--- src/rtl/ctrl_pkg.sv ---
// Shared state encoding, opcode constants and datapath select encodings
// for the multicycle controller and its wait timer.
package ctrl_pkg;

    typedef enum logic [3:0] {
        S_FETCH    = 4'd0,
        S_DECODE   = 4'd1,
        S_MEM_ADDR = 4'd2,
        S_MEM_RD   = 4'd3,
        S_MEM_WB   = 4'd4,
        S_MEM_WR   = 4'd5,
        S_EXEC_R   = 4'd6,
        S_R_WB     = 4'd7,
        S_BRANCH   = 4'd8,
        S_JUMP     = 4'd9,
        S_ADDI_EX  = 4'd10,
        S_ADDI_WB  = 4'd11
    } state_t;

    localparam logic [5:0] OP_R    = 6'b000000;
    localparam logic [5:0] OP_LW   = 6'b100011;
    localparam logic [5:0] OP_SW   = 6'b101011;
    localparam logic [5:0] OP_BEQ  = 6'b000100;
    localparam logic [5:0] OP_J    = 6'b000010;
    localparam logic [5:0] OP_ADDI = 6'b001000;

    localparam logic [1:0] PCSRC_INC    = 2'b00;
    localparam logic [1:0] PCSRC_ALUOUT = 2'b01;
    localparam logic [1:0] PCSRC_JUMP   = 2'b10;
    localparam logic [1:0] PCSRC_ALU    = 2'b11;

    localparam logic [1:0] SRCB_B     = 2'b00;
    localparam logic [1:0] SRCB_ONE   = 2'b01;
    localparam logic [1:0] SRCB_IMM   = 2'b10;
    localparam logic [1:0] SRCB_BROFF = 2'b11;

    localparam logic [1:0] ALUOP_ADD   = 2'b00;
    localparam logic [1:0] ALUOP_SUB   = 2'b01;
    localparam logic [1:0] ALUOP_FUNCT = 2'b10;

    function automatic logic is_legal_op(input logic [5:0] op);
        return (op == OP_R) || (op == OP_LW) || (op == OP_SW) ||
               (op == OP_BEQ) || (op == OP_J) || (op == OP_ADDI);
    endfunction

endpackage

--- src/rtl/multicycle_ctrl_if.sv ---
// Controller <-> datapath/memory bundle: instruction opcode and status in,
// PC, memory, register-file and ALU controls out.
interface multicycle_ctrl_if;
    logic [5:0] opcode;
    logic       zero;
    logic       mem_ready;
    logic       pcwrite;
    logic [1:0] pc_source;
    logic       iord;
    logic       memread;
    logic       memwrite;
    logic       irwrite;
    logic       regdst;
    logic       memtoreg;
    logic       regwrite;
    logic       alusrca;
    logic [1:0] alusrcb;
    logic [1:0] aluop;
    logic       illegal_op;
    logic       mem_timeout;
    logic [3:0] state_dbg;

    modport master (
        input  opcode, zero, mem_ready,
        output pcwrite, pc_source, iord, memread, memwrite, irwrite, regdst,
               memtoreg, regwrite, alusrca, alusrcb, aluop, illegal_op,
               mem_timeout, state_dbg
    );

    modport slave (
        output opcode, zero, mem_ready,
        input  pcwrite, pc_source, iord, memread, memwrite, irwrite, regdst,
               memtoreg, regwrite, alusrca, alusrcb, aluop, illegal_op,
               mem_timeout, state_dbg
    );
endinterface

--- src/rtl/multicycle_ctrl_mem_wait_timer.sv ---
// Counts cycles spent waiting on memory; expire is combinational in the
// cycle the count reaches TIMEOUT-1 with ready still low (ready wins).
module mem_wait_timer #(
    parameter int TIMEOUT = 16,
    parameter int CNT_W   = 5
) (
    input  logic clk,
    input  logic rst,
    input  logic clear,
    input  logic count_en,
    input  logic ready,
    output logic expire
);
    logic [CNT_W-1:0] cnt;

    assign expire = count_en && !ready && (cnt == CNT_W'(TIMEOUT - 1));

    // An expiry restarts the count so a re-fetch gets a full wait window.
    always_ff @(posedge clk or posedge rst) begin
        if (rst)
            cnt <= '0;
        else if (clear || expire)
            cnt <= '0;
        else if (count_en && !ready)
            cnt <= cnt + 1'b1;
    end
endmodule

--- src/rtl/multicycle_ctrl.sv ---
// Multicycle MIPS-subset control FSM: Moore decode of state, with pcwrite/irwrite
// qualified by mem_ready or zero; memory states wait on mem_ready up to TIMEOUT cycles.
module multicycle_ctrl
    import ctrl_pkg::*;
#(
    parameter int TIMEOUT = 16,
    parameter int CNT_W   = 5
) (
    input logic               clk,
    input logic               rst,
    multicycle_ctrl_if.master bus
);
    state_t state;
    logic   waiting;
    logic   expire;

    assign waiting = (state == S_FETCH) || (state == S_MEM_RD) || (state == S_MEM_WR);

    mem_wait_timer #(.TIMEOUT(TIMEOUT), .CNT_W(CNT_W)) u_timer (
        .clk      (clk),
        .rst      (rst),
        .clear    (!waiting || bus.mem_ready),
        .count_en (waiting),
        .ready    (bus.mem_ready),
        .expire   (expire)
    );

    always_ff @(posedge clk or posedge rst) begin
        if (rst) begin
            state <= S_FETCH;
        end else begin
            case (state)
                S_FETCH: begin
                    if (bus.mem_ready) state <= S_DECODE;
                end
                S_DECODE: begin
                    case (bus.opcode)
                        OP_LW, OP_SW: state <= S_MEM_ADDR;
                        OP_R:         state <= S_EXEC_R;
                        OP_BEQ:       state <= S_BRANCH;
                        OP_J:         state <= S_JUMP;
                        OP_ADDI:      state <= S_ADDI_EX;
                        default:      state <= S_FETCH;
                    endcase
                end
                S_MEM_ADDR: begin
                    if (bus.opcode == OP_SW)      state <= S_MEM_WR;
                    else if (bus.opcode == OP_LW) state <= S_MEM_RD;
                    else                          state <= S_FETCH;
                end
                S_MEM_RD: begin
                    if (bus.mem_ready)  state <= S_MEM_WB;
                    else if (expire)    state <= S_FETCH;
                end
                S_MEM_WR: begin
                    if (bus.mem_ready || expire) state <= S_FETCH;
                end
                S_EXEC_R:  state <= S_R_WB;
                S_ADDI_EX: state <= S_ADDI_WB;
                default:   state <= S_FETCH;
            endcase
        end
    end

    always_comb begin
        bus.pcwrite     = 1'b0;
        bus.pc_source   = PCSRC_INC;
        bus.iord        = 1'b0;
        bus.memread     = 1'b0;
        bus.memwrite    = 1'b0;
        bus.irwrite     = 1'b0;
        bus.regdst      = 1'b0;
        bus.memtoreg    = 1'b0;
        bus.regwrite    = 1'b0;
        bus.alusrca     = 1'b0;
        bus.alusrcb     = SRCB_B;
        bus.aluop       = ALUOP_ADD;
        bus.illegal_op  = 1'b0;
        bus.mem_timeout = expire;
        bus.state_dbg   = state;
        case (state)
            S_FETCH: begin
                bus.memread = 1'b1;
                bus.alusrcb = SRCB_ONE;
                bus.irwrite = bus.mem_ready;
                bus.pcwrite = bus.mem_ready;
            end
            S_DECODE: begin
                bus.alusrcb    = SRCB_BROFF;
                bus.illegal_op = !is_legal_op(bus.opcode);
            end
            S_MEM_ADDR, S_ADDI_EX: begin
                bus.alusrca = 1'b1;
                bus.alusrcb = SRCB_IMM;
            end
            S_MEM_RD: begin
                bus.memread = 1'b1;
                bus.iord    = 1'b1;
            end
            S_MEM_WB: begin
                bus.regwrite = 1'b1;
                bus.memtoreg = 1'b1;
            end
            S_MEM_WR: begin
                bus.memwrite = 1'b1;
                bus.iord     = 1'b1;
            end
            S_EXEC_R: begin
                bus.alusrca = 1'b1;
                bus.aluop   = ALUOP_FUNCT;
            end
            S_R_WB: begin
                bus.regwrite = 1'b1;
                bus.regdst   = 1'b1;
            end
            S_BRANCH: begin
                bus.alusrca   = 1'b1;
                bus.aluop     = ALUOP_SUB;
                bus.pc_source = PCSRC_ALUOUT;
                bus.pcwrite   = bus.zero;
            end
            S_JUMP: begin
                bus.pcwrite   = 1'b1;
                bus.pc_source = PCSRC_JUMP;
            end
            S_ADDI_WB: bus.regwrite = 1'b1;
            default: ;
        endcase
    end
endmodule

--- src/flat_wrapper.sv ---
// flat-port wrapper written by rule: the top's interface ports become plain ports
module multicycle_ctrl_flat import ctrl_pkg::*;
#(
    parameter int TIMEOUT = 16,
    parameter int CNT_W   = 5
)
  (clk, rst, bus_opcode, bus_zero, bus_mem_ready, bus_pcwrite, bus_pc_source, bus_iord, bus_memread, bus_memwrite, bus_irwrite, bus_regdst, bus_memtoreg, bus_regwrite, bus_alusrca, bus_alusrcb, bus_aluop, bus_illegal_op, bus_mem_timeout, bus_state_dbg);
  multicycle_ctrl_if bus_i ();
  input logic clk;
  input logic rst;
  input wire logic [$bits(bus_i.opcode)-1:0] bus_opcode;
  input wire logic [$bits(bus_i.zero)-1:0] bus_zero;
  input wire logic [$bits(bus_i.mem_ready)-1:0] bus_mem_ready;
  output wire logic [$bits(bus_i.pcwrite)-1:0] bus_pcwrite;
  output wire logic [$bits(bus_i.pc_source)-1:0] bus_pc_source;
  output wire logic [$bits(bus_i.iord)-1:0] bus_iord;
  output wire logic [$bits(bus_i.memread)-1:0] bus_memread;
  output wire logic [$bits(bus_i.memwrite)-1:0] bus_memwrite;
  output wire logic [$bits(bus_i.irwrite)-1:0] bus_irwrite;
  output wire logic [$bits(bus_i.regdst)-1:0] bus_regdst;
  output wire logic [$bits(bus_i.memtoreg)-1:0] bus_memtoreg;
  output wire logic [$bits(bus_i.regwrite)-1:0] bus_regwrite;
  output wire logic [$bits(bus_i.alusrca)-1:0] bus_alusrca;
  output wire logic [$bits(bus_i.alusrcb)-1:0] bus_alusrcb;
  output wire logic [$bits(bus_i.aluop)-1:0] bus_aluop;
  output wire logic [$bits(bus_i.illegal_op)-1:0] bus_illegal_op;
  output wire logic [$bits(bus_i.mem_timeout)-1:0] bus_mem_timeout;
  output wire logic [$bits(bus_i.state_dbg)-1:0] bus_state_dbg;
  assign bus_i.opcode = bus_opcode;
  assign bus_i.zero = bus_zero;
  assign bus_i.mem_ready = bus_mem_ready;
  assign bus_pcwrite = bus_i.pcwrite;
  assign bus_pc_source = bus_i.pc_source;
  assign bus_iord = bus_i.iord;
  assign bus_memread = bus_i.memread;
  assign bus_memwrite = bus_i.memwrite;
  assign bus_irwrite = bus_i.irwrite;
  assign bus_regdst = bus_i.regdst;
  assign bus_memtoreg = bus_i.memtoreg;
  assign bus_regwrite = bus_i.regwrite;
  assign bus_alusrca = bus_i.alusrca;
  assign bus_alusrcb = bus_i.alusrcb;
  assign bus_aluop = bus_i.aluop;
  assign bus_illegal_op = bus_i.illegal_op;
  assign bus_mem_timeout = bus_i.mem_timeout;
  assign bus_state_dbg = bus_i.state_dbg;
  multicycle_ctrl #(.TIMEOUT(TIMEOUT), .CNT_W(CNT_W)) u_core (.clk(clk), .rst(rst), .bus(bus_i));
endmodule
--- config.mk ---
export PLATFORM = sky130hd
export DESIGN_NAME = multicycle_ctrl_flat
export DESIGN_NICKNAME = d
export VERILOG_FILES = /design/src/rtl/ctrl_pkg.sv /design/src/rtl/multicycle_ctrl_if.sv /design/src/rtl/multicycle_ctrl_mem_wait_timer.sv /design/src/rtl/multicycle_ctrl.sv /design/src/flat_wrapper.sv
export SDC_FILE = /design/constraint.sdc
export NUM_CORES = 1
export LEC_CHECK = 0
export CELL_PAD_IN_SITES_DETAIL_PLACEMENT = 2
export CELL_PAD_IN_SITES_GLOBAL_PLACEMENT = 2
export CORE_ASPECT_RATIO = 1.75
export CORE_MARGIN = 2
export CORE_UTILIZATION = 20
export DETAILED_ROUTE_END_ITERATION = 12
export PLACE_DENSITY_LB_ADDON = 0.1
export SETUP_SLACK_MARGIN = 0.2
export SYNTH_ARGS = -nofsm -noshare
export SYNTH_HDL_FRONTEND = slang
export SYNTH_SLANG_ARGS = --single-unit
--- constraint.sdc ---
create_clock -name clk -period 1.5 [get_ports clk]
set_input_delay 0.3 -clock clk [delete_from_list [all_inputs] [get_ports clk]]
set_output_delay 0.3 -clock clk [all_outputs]
set_load 0.1 [all_outputs]
=== Yosys cells after proc, flatten, opt, wreduce, memory -nomap -nowiden ===
Index checks and enable logic that the tools add are counted.

* Memories kept: 0
* Bits of input ports: 10
* Register bits after elaboration: 9
* Memory bits (writable): 0
* Logic and storage cells: 71
* ROM bits: 0
* Bits in latches: 0

* Shift-type cells: 0
* Order comparisons: 0
* Reductions and logical operators: 25
* Equality and inequality tests: 20
* Multiply operators: 0
* Div/mod/pow operators: 0
* Bitwise operators: 0
* $add $sub $neg: 1
* Muxes and demuxes: 23

{| class="wikitable"
|+ Operators by type and width
! operator !! count
|-
| 4-bit one-hot mux with 7 select lines || 1
|-
| 4-bit two-way mux || 5
|-
| 4-bit one-hot mux with 5 select lines || 1
|-
| 4-bit by 3-bit == test with 1-bit output, second input constant || 4
|-
| 4-bit == test, second input constant || 4
|-
| 6-bit == test, second input constant || 2
|-
| 1-bit logical OR || 10
|-
| 5-bit two-way mux || 2
|-
| 1-bit two-way mux || 9
|-
| 4-bit by 2-bit == test with 1-bit output, second input constant || 2
|-
| 2-bit one-hot mux with 2 select lines || 2
|-
| 2-bit OR reduction || 4
|-
| 6-bit by 2-bit == test with 1-bit output, second input constant || 1
|-
| 6-bit by 3-bit == test with 1-bit output, second input constant || 1
|-
| 6-bit by 4-bit == test with 1-bit output, second input constant || 1
|-
| 6-bit logical NOT || 1
|-
| 2-bit one-hot mux with 3 select lines || 1
|-
| 5-bit by 1-bit adder with 5-bit output, second input constant || 1
|-
| 5-bit by 4-bit == test with 1-bit output, second input constant || 1
|-
| 4-bit by 1-bit == test with 1-bit output, second input constant || 1
|-
| 4-bit logical NOT || 1
|-
| 2-bit inequality test, second input constant || 2
|-
| 4-bit OR reduction || 1
|-
| 1-bit logical NOT || 3
|-
| other kinds (7) || 8
|}

=== Logic depth before layout (Yosys ltp) ===
* Depth after elaboration: 8
* Gate-level depth with buffers: 7
* Depth with buffers taken out: 7

=== Modules after synthesis ===
A second synthesis with hierarchy kept.

* Cells, all modules: 120
* Area, all modules: 919.6 um^2

{| class="wikitable"
|+ Modules (own cells, without submodules)
! module !! area an instance (um^2) !! instances !! seq. area each (um^2) !! cells each
|-
| multicycle_ctrl || 620.6 || 1 || 100.1 || 88
|-
| mem_wait_timer || 299.0 || 1 || 125.1 || 32
|}

=== Least setup slack after synthesis ===
Ideal clock, no wire load.

* Kind: register -> output
* Start point: register u_core.state[3] (netlist: u_core.bus.state_dbg[3])
* End point: output bus_illegal_op
* Arrival time: 4515 ps
* Path slack: -3315 ps
* Cell stages (with the launch flop): 5
* Cells stage by stage: dfrtp_1 clkbuf_1 nor2_1 nand2_1 nor4b_1

* Longest elaborated chain between the ends: 2

{| class="wikitable"
|+ RTL lines
! element !! line !! source
|-
| start, declared || multicycle_ctrl.sv:13 || <nowiki>state_t state;</nowiki>
|-
| start signal, assigned || multicycle_ctrl.sv:30 || <nowiki>state <= S_FETCH;</nowiki>
|-
| start signal, assigned || multicycle_ctrl.sv:34 || <nowiki>if (bus.mem_ready) state <= S_DECODE;</nowiki>
|-
| start signal, assigned || multicycle_ctrl.sv:38 || <nowiki>OP_LW, OP_SW: state <= S_MEM_ADDR;</nowiki>
|-
| 4-bit by 1-bit == test with 1-bit output || multicycle_ctrl.sv:81 || <nowiki>case (state)</nowiki>
|-
| 1-bit two-way mux || multicycle_ctrl.sv:81 ||
|-
| end, declared || flat_wrapper.sv:26 || <nowiki>output wire logic [$bits(bus_i.illegal_op)-1:0] bus_illegal_op;</nowiki>
|}

No other way between the ends.

=== Worst setup path after layout ===
Ends and elaborated chain as after synthesis.

==> flow_summary.toml <==
[timing]
finalClockSkew_ps = 8.46
tightest_slew_ps = 364
fmax_mhz = 511
grt_setup_unrepaired = "true"
period_share_pct = 130
relSlewSlack_pct = 75.7
finalSetupViolCount = 27
maxSlewViolCount = 0
period_minus_slack_ps = 1960
fin_ws_ps = -457
whs_ps = 385
hold_violations = 0

[setup_path]
r2r_start = "u_core.bus.state_dbg[1]$_DFFE_PP0P_"
r2r_cells = 6
path_class = "reg -> out"
crit_fanout = 5
r2r-end = "u_core.bus.state_dbg[0]$_DFFE_PP0P_"
r2r_slack_ps = -290
required_ps = 1200
startpoint_type = "register"
critPathArrivalTime_ps = 1660
critPathCaptureType = "output port"

[min_path]
min_path_type = "in -> async"

[logic_synthesis]
synth-edff-count = 0
ys_seq_elements = 9
async_flop_share_pct = 100
ys.flop_type = "dfrtp_1"
synthesis.area_um2 = 762
yosysTopAreaCellShare_pct = 29.6
synth_cells = 98
syn_avg_cell_area_um2 = 7.78
synth.distinct_cells = 40
yosys_warnings = 0
synth_fp_nets = 110
ys_seq_area_share_pct = 29.6
yosysTopAreaCell = "dfrtp_1"
synth_area_leaders = "dfrtp_1, nor2_1, xor2_1"

[global_routing]
grt_max_degree = 10
gr-usage-all-layers_pct = 21.6
grt_pass1_vias = 1201
grt_pass1_wl_um = 6960
antenna_found_initial = 0
global_route.overflow_total = 0

[run_status]
failed_checks = "negative setup slack"
status = "finished, violations left"

[cts]
cts_hold_buffers = 0
cts_root_buffer = "clkbuf_8"
cts_max_level = 1
clock-sinks = 9
clk_latency_ps = 240
cts_tree = "yes"
cts_made_buffers = 3
clk_pin_slew_ps = 50
clockBufferDepth = 2

[floorplanning]
die_height_um = 85.7
core_um2 = 3630
dieArea_um2 = 4340
ios = 31
initial_core_util_pct = 21.0
placementRows = 29
die_w_um = 50.7

[placement]
gp_congestion = 0.695
port_buffers = 30
place_hpwl_um = 3070
pre_cts_ws_ps = -621

[final_layout]
final_common_cell = "buf_4"
final.fill_count = 325
nNetsFinal = 191
area_growth_pct = 190
final_cell_mix = "buf_4, buf_12, buf_6"
drive_above_1_share_pct = 72.5
antennaDiodeCount = 0

[detailed_routing]
drt_iter0_drc = 19
wl_per_cell_um = 26.4
wirelength_um = 5910
vias = 1120
drt.antenna.violating_nets = 0
viasPerCell = 5.00
drcViolationCount = 0
firstDrtPassIters = 4

[pwr]
p_leak_uw = 0.000942
ir_worst_vdd_v = 0.00159
power_density_nw_per_um2 = 2360
power.total_uw = 5200

[job]
drv_cap = 0
-- report_power, final --
| group | internal, µW | leakage [µW] | total [µW] | switching [µW] |
|---|---|---|---|---|
| clock network | 187 | 0.0000228 | 299 | 113 |
| logic | 1860 | 0.000804 | 4470 | 2610 |
| registers | 318 | 0.000115 | 433 | 115 |
-- critical path, cell delays in order, from the launching register on --
cell and delay [ps]:
dfrtp_4 530, nor2_4 180, nand2_4 90, nor4b_4 390, buf_12 220
-- what timing repair did --
item                                   in CTS  in global routing
cloned                                      0                  0
setup endpoints to repair                  30                 30
buffers inserted                            5                  9
gates resized for setup                    47                 28
pin swaps                                  14                 16
endpoints found under the hold margin       0                  0
-- layer usage --
layer / part of all wire (%) / wire (µm) / vias to the layer above / GRT usage (%)
li1: - / - / 509 / -
met1: 38 / 2240 / 566 / 23.8
met2: 57 / 3380 / 33 / 43.4
met3: 2.0 / 116 / 12 / 1.74
met4: 2.9 / 171 / 0 / 3.69
met5: 0 / 0 / - / 0
-- cell type report --
class / instances / area [µm²] / share of cell area, %
clock buffer: 4 / 45.0 / 2.04
inverter: 4 / 15.0 / 0.680
multi-input combinational: 80 / 868 / 39.3
sequential: 9 / 240 / 10.9
tap: 46 / 57.6 / 2.61
timing repair buffer: 81 / 982 / 44.5
-- flip-flops by register name, summed over array words and instances (netlist names) --
register / count
u_core.bus.state_dbg: 4
u_core.u_timer.cnt: 5
-- synthesized netlist by cell type (3+ instances only) --
| library cell | instances |
|---|---|
| a32oi_1 | 3 |
| o21ai_0 | 3 |
| dfrtp_1 | 9 |
| xor2_1 | 4 |
| nor2_1 | 17 |
| nor3_1 | 3 |
| inv_1 | 4 |
| nand2b_1 | 5 |
| nand2_1 | 8 |
| nor2b_1 | 3 |
-- kinds of logic after synthesis --
| logic type | synth area share (%) |
|---|---|
| AND/OR/NAND/NOR | 37.8 |
| AO/OA/AOI/OAI | 18.4 |
| buffers and inverters | 5.25 |
| flip-flops | 29.6 |
| XOR/XNOR | 5.75 |
| adder cells (fa/ha/maj) | 3.28 |
-- metrics by stage --
stage / utilization (%) / instance area, µm² / setup TNS [ps] / cells
finish: 60.9 / 2210 / -7110 / 224
global route: 60.9 / 2210 / -8280 / 224
CTS: 55.4 / 2010 / -5520 / 215
detailed placement: 48.3 / 1750 / -4480 / 206
global placement: 48.3 / 1750 / -3350 / 206
floorplan: - / 971 / -8920 / 98
-- how the worst max path moves through the flow --
stage / start / endpoint / slack, ps / cells past startpoint
after floorplan: u_core.bus.state_dbg[1]$_DFFE_PP0P_ / bus_illegal_op / -970 / 4
after global placement: bus_opcode[2] / bus_illegal_op / -520 / 5
after detailed placement: bus_opcode[0] / bus_illegal_op / -620 / 6
after CTS: u_core.bus.state_dbg[1]$_DFFE_PP0P_ / bus_pcwrite / -370 / 4
after global routing: u_core.bus.state_dbg[3]$_DFFE_PP0P_ / bus_illegal_op / -480 / 4
final: u_core.bus.state_dbg[3]$_DFFE_PP0P_ / bus_illegal_op / -460 / 4
No activity file was read; power rests on OpenSTA's default activity.
